### src/rtl/sipo_framed.sv
// Parametrised serial-in/parallel-out deserializer with word framing and
// optional comma-based alignment (HUNT/LOCKED) for 8b/10b-style links.
module sipo_framed #(
  parameter int unsigned       WIDTH     = 10,
  parameter int unsigned       LSB_FIRST = 0,
  parameter int unsigned       ALIGN_EN  = 1,
  parameter logic [WIDTH-1:0]  COMMA     = 10'b0011111010
) (
  input  logic             clk,
  input  logic             reinicio,
  input  logic             serial_in,
  input  logic             serial_valid,
  input  logic             resync,
  output logic [WIDTH-1:0] parallel_out,
  output logic             parallel_valid,
  output logic             comma_det,
  output logic             locked
);

  localparam int unsigned CW = $clog2(WIDTH);

  localparam logic [0:0] ST_HUNT   = 1'b0;
  localparam logic [0:0] ST_LOCKED = 1'b1;
  localparam logic [0:0] ST_RESET  = (ALIGN_EN != 0) ? ST_HUNT : ST_LOCKED;

  logic [WIDTH-1:0] r_sh;
  logic [CW-1:0]    r_cnt;
  logic [0:0]       r_state;
  logic [WIDTH-1:0] r_out;
  logic             r_valid;
  logic             r_comma;

  logic [WIDTH-1:0] w_win;
  logic             w_match;
  logic             w_resync;
  logic             w_last;

  generate
    if (LSB_FIRST != 0) begin : g_lsb_first
      assign w_win = {serial_in, r_sh[WIDTH-1:1]};
    end else begin : g_msb_first
      assign w_win = {r_sh[WIDTH-2:0], serial_in};
    end
  endgenerate

  assign w_match  = (w_win == COMMA) || (w_win == ~COMMA);
  assign w_resync = resync && (ALIGN_EN != 0);
  assign w_last   = (r_cnt == CW'(WIDTH - 1));

  always_ff @(posedge clk) begin
    if (reinicio) begin
      r_sh    <= '0;
      r_cnt   <= '0;
      r_state <= ST_RESET;
      r_out   <= '0;
      r_valid <= 1'b0;
      r_comma <= 1'b0;
    end else begin
      r_valid <= 1'b0;
      r_comma <= 1'b0;
      if (w_resync) begin
        // Bit still enters the window so the hunt resumes with no gap.
        r_state <= ST_HUNT;
        r_cnt   <= '0;
        if (serial_valid) begin
          r_sh <= w_win;
        end
      end else if (serial_valid) begin
        r_sh <= w_win;
        if (r_state == ST_HUNT) begin
          if (w_match) begin
            r_out   <= w_win;
            r_valid <= 1'b1;
            r_comma <= 1'b1;
            r_cnt   <= '0;
            r_state <= ST_LOCKED;
          end
        end else if (w_last) begin
          r_out   <= w_win;
          r_valid <= 1'b1;
          r_comma <= w_match;
          r_cnt   <= '0;
        end else begin
          r_cnt <= r_cnt + 1'b1;
        end
      end
    end
  end

  assign parallel_out   = r_out;
  assign parallel_valid = r_valid;
  assign comma_det      = r_comma;
  assign locked         = (r_state == ST_LOCKED);

endmodule

### config.mk
export PLATFORM = sky130hd
export DESIGN_NAME = sipo_framed
export DESIGN_NICKNAME = d
export VERILOG_FILES = /design/src/rtl/sipo_framed.sv
export SDC_FILE = /design/constraint.sdc
export NUM_CORES = 1
export LEC_CHECK = 0
export ABC_AREA = 1
export BUFFER_PORTS_ARGS = -buffer_cell sky130_fd_sc_hd__buf_2
export CORE_UTILIZATION = 50
export DETAILED_ROUTE_END_ITERATION = 8
export HOLD_SLACK_MARGIN = 0.03
export PLACE_DENSITY_LB_ADDON = 0.12
export SYNTH_ARGS = -nofsm -noshare
export SYNTH_HDL_FRONTEND = slang
export SYNTH_SLANG_ARGS = --single-unit
### constraint.sdc
create_clock -name clk -period 3.7 [get_ports clk]
set_input_delay 0.74 -clock clk [delete_from_list [all_inputs] [get_ports clk]]
set_output_delay 0.74 -clock clk [all_outputs]
set_load 0.005 [all_outputs]
## Yosys cells after proc, flatten, opt, wreduce, memory -nomap -nowiden

Index checks and enable logic that the tools add are counted.

- Flip-flop bits (word level): 26
- Bits in latches: 0
- RAM bits: 0
- ROM bits: 0
- Bits of input ports: 5
- Word-level logic and storage cells: 31
- Memories kept: 0

- $add $sub $neg: 1
- Multiply operators: 0
- Divide/modulo/power cells: 0
- Order comparisons: 0
- Equal/unequal tests: 4
- Shift operators: 0
- Multiplexer cells: 12
- Bitwise gates (word level): 2
- Reductions and logical operators: 6

Operators by type and width:

| operator | number |
|---|---|
| 10-bit two-way mux | 3 |
| 4-bit two-way mux | 3 |
| 10-bit == test (second input constant) | 1 |
| 10-bit by 8-bit == test with 1-bit output (second input constant) | 1 |
| 1-bit two-way mux | 6 |
| 4-bit by 1-bit adder with 4-bit output (second input constant) | 1 |
| 4-bit == test (second input constant) | 1 |
| 4-bit AND reduction | 1 |
| 3-bit OR reduction | 1 |
| 2-bit by 1-bit inequality test with 1-bit output (second input constant) | 1 |
| 1-bit NOT | 2 |
| 2-bit AND reduction | 1 |
| 2-bit nonzero test | 1 |
| 2-bit OR reduction | 1 |
| 1-bit logical OR | 1 |

## Longest topological paths before layout

- Depth after elaboration: 4
- Mapped depth: 9

## Worst setup path after synthesis

OpenSTA, ideal clock, no wires.

- Kind: input to register
- Start: input port serial_in
- End: register r_cnt[3]
- Library setup time: 0.115 ns
- Arrival: 1.348 ns
- Setup slack: 2.237 ns
- Stages on the path: 7
- Path through: nand2_1 -> nor2_1 -> nand3_1 -> nand3_4 -> buf_8 -> a21oi_1 -> nor2_1

- Longest elaborated chain between the ends: 4
- Elaborated cells on any way between the ends: 5

Ends and longest elaborated chain:

| item | line | RTL |
|---|---|---|
| start, declared | 11 | `input logic serial_in,` |
| 10-bit by 8-bit == test with 1-bit output / 10-bit == test (equally long branches) | 46 | `assign w_match = (w_win == COMMA) \|\| (w_win == ~COMMA);` |
| 1-bit logical OR * | 46 |  |
| 2-bit nonzero test (no source line) * | - |  |
| 2-bit AND reduction (no source line) * | - |  |
| end signal, assigned | 84 | `r_cnt <= r_cnt + 1'b1;` |
| end, declared | 27 | `logic [CW-1:0] r_cnt;` |

Every way passes the cells marked *; elsewhere a longest branch is shown, timed or not.
A chain may end at the register's enable or synchronous reset.

## Final worst setup path

- Start: input port serial_valid
- End: register r_out[0], in the netlist parallel_out[0]

- Longest elaborated chain between the ends: 1

Ends and longest elaborated chain:

| item | line | RTL |
|---|---|---|
| start, declared | 12 | `input logic serial_valid,` |
| 4-bit AND reduction (no source line) | - |  |
| end signal, assigned | 72 | `r_out <= w_win;` |
| end signal, assigned | 79 | `r_out <= w_win;` |
| end, declared | 29 | `logic [WIDTH-1:0] r_out;` |

No other way between the ends.

==> metrics.md <==
| Metric | Value |
|---|---|
| CP max stage cell | nor3_4 |
| DRT Pass-1 Iters | 5 |
| PwrDens | 409 nW/um^2 |
| Worst-case reg-to-reg path depth | 8 |
| Cell Int Power | 405 uW |
| Port Buffers | 17 |
| Die Width | 49.8 um |
| Mean post-synth cell area | 7.67 um^2 |
| Critical path type | in -> reg |
| Antenna-violating nets left | 0 |
| FMAX | 553 MHz |
| Clk slew on worst S/H paths | 0.15 ns |
| Leak | 0.538 nW |
| Post_cts resized | 0 |
| Vias in the first global route | 924 |
| Area grow syn2layout | 11.4% |
| Clock Sinks | 26 |
| Worst path cell trace | buf_2 > inv_1 > nor3_4 > nand2_2 > nand2_1 > a21oi_1 |
| Final wirelength | 2280 um |
| DP HPWL | 1640 um |
| Core Region | 2060 um^2 |
| Min Tclk post-route | 1.81 ns |
| Part of the Yosys area used for sequential elements | 45.6% |
| Max-Cap Viols | 0 |
| Fraction of layout cells with a size suffix above 1 | 18.8% |
| Via-to-Cell Ratio | 5.27 |
| Outcome | finished, final reports clean |
| Synth Register Bits | 26 |
| Multi-input logic area | 509 um^2 |
| Min-Delay Endpoint | parallel_out[3]$_SDFFE_PP0P_ |
| Fill cell count | 199 |
| Setup crit start kind | input pin |
| Starting Density | 55.4% |
| Worst slew pin tran | 0.420 ns |
| Fraction of registers with async set/reset | 0% |
| Total grt overflow | 0 |
| Site Rows | 16 |
| Final Setup Violations | 0 |
| Worst-skew pair later-pin latency | 0.33 ns |
| CTS tree | yes |
| Initial DRC count | 17 |
| Setup repair bufs after CTS | 0 |
| Reg area | 520 um^2 |
| Main synth FF type | dfxtp_1 |
| Num CTS Buffers | 3 |
| Layout Nets | 173 |
| Yosys warns | 0 |
| Diode count | 0 |
| Die area | 2480 um^2 |
| Combinational share of power | 5.6% |
| R2R setup slack | 2.03 ns |
| EDFF count, synth | 0 |
| Final GP Congestion | 0.859 |
| CP arrival | 2.04 ns |
| Setup TNS | 0 ns |
| Final Skew | 0.00590 ns |
| RR Endpoint | parallel_out[0]$_SDFFE_PP0P_ |
| Clock network power share | 38.0% |
| Largest net degree at the start of global routing | 22 |
| Vias | 1012 |
| Worst hold start | parallel_out[3]$_SDFFE_PP0P_ |
| Sequential share of power | 56.4% |
| H-tree depth | 1 |
| Cell count after synthesis | 149 |
| Synth cell types | 20 |
| Crit. End Element | flip-flop |
| Tcrit/Tclk final | 48.9% |
| Worst vdd ir | 211 uV |
| P_sw | 116 uW |
| Sw frac | 22.2% |
| FF-to-FF Start | r_cnt[0]$_SDFFE_PP0P_ |
| Max clock buf depth | 2 |
| RSZ-0062 raised after global routing | no |
| I/O pin cnt | 18 |
| Initial antenna violation count | 0 |
| First-pass GRT wire length | 3820 um |
| Slowest Stage Delay on Critical Path | 0.44 ns |
| Hold buffers post-CTS | 0 |
| Gr usage total | 19.8% |
| Syn_nets | 156 |
| Crit-path max FO | 21 |
| Final hold vios | 0 |
| Root buf cell | clkbuf_4 |
| CP required | 3.93 ns |
| Routed wire per std cell | 11.9 um |
| DR DRC count | 0 |
| Die Ht | 49.8 um |
| Hold Path Class | reg -> reg |
| Max-slew headroom | 71.9% |
| Hold Crit Depth | 2 |
| Mapped Area | 1140 um^2 |
| Fin. max-slew vios | 0 |
| Fin util | 61.7% |
-- worst max-delay path by stage --
| stage | startpoint | to | cells after the start |
|---|---|---|---|
| after floorplan | serial_in | r_cnt[3]$_SDFFE_PP0P_ | 7 |
| after global placement | serial_valid | parallel_out[0]$_SDFFE_PP0P_ | 6 |
| after detailed placement | serial_valid | parallel_out[8]$_SDFFE_PP0P_ | 6 |
| after CTS | serial_valid | parallel_out[0]$_SDFFE_PP0P_ | 6 |
| after global routing | serial_valid | parallel_out[0]$_SDFFE_PP0P_ | 6 |
| final | serial_valid | parallel_out[0]$_SDFFE_PP0P_ | 6 |
-- registers in the layout, indices dropped and copies added (netlist names) --
register	cells
comma_det	1
locked	1
r_sh	9
parallel_out	10
parallel_valid	1
r_cnt	4
-- cells in the mapped netlist, types with 2 or more instances --
| master | number | area (um^2) |
|---|---|---|
| nand3_1 | 17 | 85.1 |
| buf_2 | 3 | 15.0 |
| a21oi_1 | 23 | 115 |
| ha_1 | 2 | 25.0 |
| nor2_2 | 2 | 12.5 |
| nand2_2 | 2 | 12.5 |
| o21ai_0 | 13 | 65.1 |
| nand2_1 | 25 | 93.8 |
| inv_2 | 2 | 7.51 |
| inv_1 | 17 | 63.8 |
| nand4_1 | 2 | 12.5 |
| nor2_1 | 8 | 30.0 |
| dfxtp_1 | 26 | 521 |
-- cells in the final DEF, fill, tap and decap left out, types with 3 or more instances in the layout --
cell and instances:
dfxtp_1 26, nand2_1 25, a21oi_1 23, inv_1 17, nand3_1 17, buf_2 17, o21ai_0 13, nor2_1 8
clkbuf_4 3
-- cell families after synthesis --
family,Yosys count,synth area share [%]
simple gates,60,26.0
fa+ha+maj,2,2.19
flops,26,45.6
buf+inv,24,9.86
compound gates,37,16.4
-- critical path, delay by kind of cell --
family                 cells  cell delay [ns]
and+or+nand+nor            3             0.76
buffers and inverters      2             0.48
AOI/OAI and AO/OA          1             0.06
-- metal layers --
layer | vias to the layer above | share of wire, % | GRT usage, %
li1 | 524 | - | -
met1 | 461 | 51 | 25.5
met2 | 21 | 44 | 34.2
met3 | 6 | 3.1 | 2.78
met4 | 0 | 1.4 | 5.71
met5 | - | 0 | 0
-- stage by stage --
stage | instance area [um^2] | power, mW | std cells | setup slack [ns] | hold slack, ns
floorplan | 1140 | 0.320 | 149 | 2.24 | 0.457
global placement | 1220 | 0.326 | 188 | 1.64 | 0.446
detailed placement | 1220 | 0.328 | 188 | 1.55 | 0.453
CTS | 1270 | 0.518 | 192 | 1.89 | 0.473
global route | 1270 | 0.533 | 192 | 1.72 | 0.504
finish | 1270 | 0.520 | 192 | 1.89 | 0.473
-- power by group through the flow --
| stage | combinational [mW] | sequential (mW) | clock (mW) |
|---|---|---|---|
| 2_1_floorplan | 0.0231 | 0.297 | 0 |
| 3_3_place_gp | 0.0272 | 0.299 | 0 |
| 3_5_place_dp | 0.0285 | 0.300 | 0 |
| 4_1_cts | 0.0291 | 0.293 | 0.196 |
| 5_1_grt | 0.0331 | 0.295 | 0.205 |
| 6_report | 0.0292 | 0.294 | 0.198 |
-- final cells by class --
| class | instances | share of cell area, % |
|---|---|---|
| clock buffer | 3 | 1.77 |
| clock inverter | 1 | 2.36 |
| inverter | 19 | 5.60 |
| multi-input combinational | 99 | 40.0 |
| sequential | 26 | 40.9 |
| tap | 27 | 2.65 |
| timing repair buffer | 17 | 6.69 |
Power figures use the tool's default switching activity.
